==> src/rtl/inst_queue_pkg.sv <==
// inst_queue_pkg: shared types and constants for the instruction prefetch queue.
//   IQ_NOP            instruction word shown at the head when the queue is empty
//   IQ_DEPTH_DEFAULT  default number of queue entries
//   iq_entry_t        one stored {pc, inst} pair
// The `IQ_NOP / `IQ_DEPTH_DEFAULT macros are provided here for code that uses the
// macro form; the package localparams carry the same values.
`ifndef IQ_NOP
`define IQ_NOP 32'h0000_0000
`endif
`ifndef IQ_DEPTH_DEFAULT
`define IQ_DEPTH_DEFAULT 4
`endif

package inst_queue_pkg;
  localparam logic [31:0] IQ_NOP           = `IQ_NOP;
  localparam int          IQ_DEPTH_DEFAULT = `IQ_DEPTH_DEFAULT;

  typedef struct packed {
    logic [31:0] pc;
    logic [31:0] inst;
  } iq_entry_t;
endpackage

==> src/rtl/iq_ram.sv <==
// iq_ram: DEPTH x 64 register array holding queued {pc, inst} pairs.
//   clk    in   clock; write on posedge
//   we     in   write enable
//   waddr  in   write address
//   wdata  in   write data
//   raddr  in   asynchronous read address
//   rdata  out  asynchronous read data
// Contents are not reset; the queue pointers decide what is valid.
module iq_ram
  import inst_queue_pkg::*;
#(
  parameter int DEPTH  = IQ_DEPTH_DEFAULT,
  parameter int ADDR_W = $clog2(DEPTH)
) (
  input  logic              clk,
  input  logic              we,
  input  logic [ADDR_W-1:0] waddr,
  input  iq_entry_t         wdata,
  input  logic [ADDR_W-1:0] raddr,
  output iq_entry_t         rdata
);
  iq_entry_t mem [DEPTH];

  always_ff @(posedge clk) begin
    if (we) mem[waddr] <= wdata;
  end

  assign rdata = mem[raddr];
endmodule

==> src/rtl/inst_queue.sv <==
// inst_queue: prefetch buffer between fetch and decode, valid/ready on both sides.
//   clk, reset      clock; synchronous active-high reset
//   flush           redirect: drop all entries and any push this cycle
//   if_valid/if_pc/if_inst/if_ready   fetch side push handshake
//   id_valid/id_pc/id_inst/id_ready   decode side pop handshake
//   iq_count        occupancy 0..DEPTH
// Optional feature macro INST_QUEUE_BYPASS_EN: when empty, a fetched pair is shown to
// decode in the same cycle; if decode takes it, it is never written.
module inst_queue
  import inst_queue_pkg::*;
#(
  parameter  int DEPTH  = IQ_DEPTH_DEFAULT,
  localparam int ADDR_W = $clog2(DEPTH)
) (
  input  logic            clk,
  input  logic            reset,
  input  logic            flush,
  input  logic            if_valid,
  input  logic [31:0]     if_pc,
  input  logic [31:0]     if_inst,
  output logic            if_ready,
  output logic            id_valid,
  output logic [31:0]     id_pc,
  output logic [31:0]     id_inst,
  input  logic            id_ready,
  output logic [ADDR_W:0] iq_count
);
  localparam logic [ADDR_W:0] FULL = (ADDR_W+1)'(DEPTH);

  logic [ADDR_W-1:0] wr_ptr, rd_ptr;
  logic [ADDR_W:0]   count;
  logic              not_empty, bypass, push, wr_en, pop_mem;
  iq_entry_t         head, wdata;

  assign not_empty = (count != '0);

`ifdef INST_QUEUE_BYPASS_EN
  assign bypass = ~not_empty & if_valid & ~flush;
`else
  assign bypass = 1'b0;
`endif

  // Full refuses pushes even if decode pops this cycle (keeps if_ready off id_ready).
  assign if_ready = (count != FULL);
  assign push     = if_valid & if_ready & ~flush;
  // A bypassed pair taken by decode never lands in storage.
  assign wr_en    = push & ~(bypass & id_ready);
  assign pop_mem  = not_empty & ~flush & id_ready;

  assign id_valid = (not_empty & ~flush) | bypass;
  assign wdata    = '{pc: if_pc, inst: if_inst};

  always_comb begin
    id_pc   = 32'h0;
    id_inst = IQ_NOP;
    if (bypass) begin
      id_pc   = if_pc;
      id_inst = if_inst;
    end else if (id_valid) begin
      id_pc   = head.pc;
      id_inst = head.inst;
    end
  end

  assign iq_count = count;

  always_ff @(posedge clk) begin
    if (reset || flush) begin
      wr_ptr <= '0;
      rd_ptr <= '0;
      count  <= '0;
    end else begin
      if (wr_en)   wr_ptr <= wr_ptr + ADDR_W'(1);
      if (pop_mem) rd_ptr <= rd_ptr + ADDR_W'(1);
      case ({wr_en, pop_mem})
        2'b10:   count <= count + (ADDR_W+1)'(1);
        2'b01:   count <= count - (ADDR_W+1)'(1);
        default: count <= count;
      endcase
    end
  end

  iq_ram #(.DEPTH(DEPTH), .ADDR_W(ADDR_W)) u_ram (
    .clk   (clk),
    .we    (wr_en),
    .waddr (wr_ptr),
    .wdata (wdata),
    .raddr (rd_ptr),
    .rdata (head)
  );
endmodule

==> config.mk <==
export PLATFORM = sky130hd
export DESIGN_NAME = inst_queue
export DESIGN_NICKNAME = d
export VERILOG_FILES = /design/src/rtl/inst_queue_pkg.sv /design/src/rtl/iq_ram.sv /design/src/rtl/inst_queue.sv
export SDC_FILE = /design/constraint.sdc
export NUM_CORES = 1
export LEC_CHECK = 0
export CAP_MARGIN = 20
export CELL_PAD_IN_SITES_DETAIL_PLACEMENT = 0
export CELL_PAD_IN_SITES_GLOBAL_PLACEMENT = 2
export CORE_MARGIN = 5
export CORE_UTILIZATION = 46
export CTS_BUF_LIST = sky130_fd_sc_hd__clkbuf_4
export CTS_CLUSTER_SIZE = 12
export DETAILED_ROUTE_END_ITERATION = 7
export DONT_BUFFER_PORTS = 1
export GPL_ROUTABILITY_DRIVEN = 0
export PLACE_DENSITY = 0.76
export SKIP_CTS_REPAIR_TIMING = 1
export SYNTH_ARGS = -nofsm -noshare
export SYNTH_HDL_FRONTEND = slang
export SYNTH_SLANG_ARGS = --single-unit
==> constraint.sdc <==
create_clock -name clk -period 3.2 [get_ports clk]
set_input_delay 0.96 -clock clk [delete_from_list [all_inputs] [get_ports clk]]
set_output_delay 0.96 -clock clk [all_outputs]
set_load 0.005 [all_outputs]
# [Word level (Yosys, flattened, before mapping)]
# Memory sizes are Yosys's and may differ from the RTL's. A register that Yosys moved wholly into a read port is not among the register bits.
# Index checks and enable logic that the tools add are counted.
[totals] regBits=7 mem_bits_rw=256 out_inout_bits=69 wordCells=26 mem_count=1
[mem_list] name="u_ram.mem" depth=4 width=64 read_ports=1 rd_ports_with_merged_regs=1 write_ports=1 line_no="iq_ram.sv:22" text="iq_entry_t mem [DEPTH];"
[classes] add_sub_neg=4 eq_ne=3 n_mux=7 bitwise=5 n_reduce_logical=3
[ops] cell="$mux W32" count=2
[ops] cell="$pmux W3 S2" count=1
[ops] cell="$add A2 B1 Y2 const B" count=2
[ops] cell="$and A1 B1 Y1" count=4
[ops] cell="$mux W2" count=2
[ops] cell="$add A3 B1 Y3 const B" count=1
[ops] cell="$ne A3 B3 Y1 const B" count=1
[ops] cell="$reduce_bool A3 Y1" count=1
[ops] cell="$sub A3 B1 Y3 const B" count=1
[ops] cell="$eq A2 B1 Y1 const B" count=1
[ops] cell="$eq A2 B2 Y1 const B" count=1
[ops] cell="$mux W1" count=2
[ops] cell="$reduce_bool A2 Y1" count=1
[ops] cell="$logic_or A1 B1 Y1" count=1
[ops] cell="$not A1 Y1" count=1

# [Logic depth before layout (Yosys ltp)]
[depth] ltp_word=5 mapped_depth=9

# [Cells and area by module]
# Synthesis repeated with hierarchy kept, for this count alone.
[unflattened] cells_unflattened=453 hier_area_um2=10153.5
[modules_own_cells] module="iq_ram" n_inst=1 cells_per_inst=338 area_each_um2=9341.5
[modules_own_cells] module="inst_queue" n_inst=1 cells_per_inst=115 area_each_um2=812.0

# [Least setup slack after synthesis]
# No wires, ideal clock.
[synth_timing] path_type="input to register" start="input port if_valid" end="memory u_ram.mem[2][0] (netlist bit), enable pin" setup_time_ns=0.429 arrival_time_ns=2.853 required_time_ns=2.771 path_slack_ns=-0.081 cell_stages=3 cell_sequence="inv_1 -> nor3_1 -> and2_1"
[synth_between] elab_chain_cells=4
[synth_rtl] element="start: declaration" line_no="inst_queue.sv:18" text="input logic if_valid,"
[synth_rtl] element="$and A1 B1 Y1 (2 in series)" line_no="inst_queue.sv:45" text="assign push = if_valid & if_ready & ~flush;"
[synth_rtl] element="$mux W1" line_no="iq_ram.sv:25" text="if (we) mem[waddr] <= wdata;"
[synth_rtl] element="$mux W1 (not written as such)" line_no="iq_ram.sv:25"
[synth_rtl] element="end: declaration" line_no="iq_ram.sv:22"
# Every way passes these cells.

==> results.md <==
- Ports: 138
- Die area: 25,200 µm²
- Initial DRC count: 232
- Worst Max-Slew Pin Slew: 519 ps
- Worst Path Arrival: 2090 ps
- Die Ht: 159 µm
- Vias in the first global route: 5,184
- # setup viols final: 0
- Global router's overall resource usage: 14.6%
- Root Buffer: clkbuf_4
- Final min period: 3050 ps
- Fin nets: 602
- Sum Neg Setup Slack: 0 ps
- TritonCTS Sinks: 265
- WHS: 412 ps
- Internal power: 5.49 mW
- Final Max Slew Viols: 0
- Crit-path cells: buf_16, mux4_1, and2_1
- Share of cells above drive strength 1: 32.8%
- Startpoint Class: register
- Fin. Hold Viols: 0
- Status: complete, no violations
- H-tree Lvls: 3
- Period utilization: 95.2%
- Register area share after synthesis: 77.3%
- Clock tree buffer depth: 3
- TritonCTS clock tree: yes
- Clock power share: 41.3%
- Via count: 4,622
- Vias/cell: 5.39
- Mapped Nets: 538
- Buffers on Ports: 0
- Layout area overhead: 13.3%
- Drt wl/cell: 21.5 µm
- Largest net degree at the start of global routing: 35
- Die Wd: 159 µm
- Min-Delay Path Class: input pin to register
- WS Path Type: register to output pin
- Gr ovfl total: 0
- Initial antenna violation count: 1
- Buf+Inv Stages, Crit Path: 1
- Syn avg cell area: 22.0 µm²
- Setup Skew: 36.3 ps
- Worst endpoint required time: 2240 ps
- Routed Antenna Nets: 0
- Commonest cells after routing, fill and taps aside: 256 x edfxtp_1, 98 x clkbuf_4, 63 x and2_1
- Total power: 6.82 mW
- Mapped Area: 10,200 µm²
- Drt first pass iters: 4
- Pwr/cell area: 591 nW/µm²
- Crit path max fanout: 17
- Max incr delay on CP: 620 ps
- Core Area: 21,800 µm²
- Peak supply drop: 0.333 mV
- Worst rel slew slack: 65.1%
- Crit end category: output pin
- Finished Layout Cells: 857
- Sequential share of power: 56.8%
- Maxcap violations: 0
- Most common cell after layout, fill and taps aside: edfxtp_1
- Combinational power share: 1.9%
- Fmax achieved: 328 MHz
- Core Util, Final: 52.8%
- TritonCTS buffer count: 68
- Register bit total from synthesis: 265
- First-pass GRT wire length: 28,700 µm
- Synth warn: 0
- Slowest CP cell: mux4_1
- Row count: 54
- Post-Route WL: 18,500 µm
- Cells after Synth: 463
- Clk_lat worst skew: 640 ps
- Netlist cell types: 24
- Drc violations: 0
- Sw Share: 19.5%
- Sw Pwr: 1.33 mW
- Starting Density: 46.6%
- Placed Cells: 735
- Largest delay contributor family on the critical path: multiplexers
- Hpwl dp: 11,000 µm
- Leakage power: 3.67 nW
- Clk pin slew, worst setup/hold paths: 70 ps
cells in the mapped netlist:
master / number / share of area (%)
a21oi_1: 7 / 0.34
and2_1: 68 / 4.2
buf_2: 6 / 0.30
buf_6: 7 / 0.77
clkbuf_1: 7 / 0.26
clkbuf_2: 2 / 0.098
dfxtp_1: 9 / 1.8
edfxtp_1: 256 / 76
fa_1: 1 / 0.20
ha_1: 5 / 0.61
inv_1: 8 / 0.30
mux4_1: 4 / 1.0
mux4_2: 60 / 13
nand2b_1: 1 / 0.062
nand3_1: 2 / 0.098
nand3b_1: 1 / 0.074
nor2_1: 5 / 0.18
nor3_1: 1 / 0.049
nor3_2: 1 / 0.098
nor3b_1: 1 / 0.074
o21ai_0: 5 / 0.25
or2_2: 1 / 0.062
or3_1: 3 / 0.18
xor2_1: 2 / 0.17
flip-flops by register name, indices dropped and copies added (netlist names), named ones only:
name	count
u_ram.mem	256
iq_count	3
wr_ptr	2
rd_ptr	2
cell type report:
| type | count | area, µm² |
|---|---|---|
| flip-flops and latches | 265 | 7880 |
| diodes | 1 | 2.50 |
| inverters | 8 | 30.0 |
| repair buffers | 16 | 248 |
| fillers | 1726 | 10300 |
| well taps | 280 | 350 |
| clock buffers | 98 | 736 |
| multi-input cells | 168 | 2150 |
| clock inverters | 21 | 133 |
power groups by stage:
stage                     clock network (mW)  logic [mW]  registers (mW)
final                                   2.81       0.130            3.87
after global routing                    3.15       0.143            3.87
after CTS                               2.93       0.134            3.87
after detailed placement                   0       0.133            3.95
after global placement                     0       0.132            3.94
after floorplan                            0      0.0936            3.95
stage by stage:
step                worst slack (ps)  cell area, µm²
floorplan                        607           10200
global placement                 636           10600
detailed placement               568           10600
CTS                            -29.0           11500
global route                 -0.0380           11500
finish                           153           11500
metal layers:
metal  wire [µm]  global-route usage (%)
met1        7040                    16.5
met2        9530                    24.3
met3        1580                    6.71
met4         310                    5.55
met5           0                       0
cells by family after synthesis:
group	synth area share [%]
AOI/OAI and AO/OA	0.590
and+or+nand+nor	5.07
buffers and inverters	1.72
muxes	14.3
adders and majority gates	0.812
DFF	77.3
xor gates and xnor gates	0.172
final timing paths:
path | cells after the start | start | endpoint | slack [ps]
setup reg to reg | 9 | iq_count[2] | iq_count[2] | 820
hold reg to reg | 2 | rd_ptr[1] | register | 490
hold / removal | 0 | if_pc[31] | u_ram.mem[1][63] | 410
setup / recovery | 3 | register | id_inst[0] | 150
No activity file was read; power rests on OpenSTA's default activity.
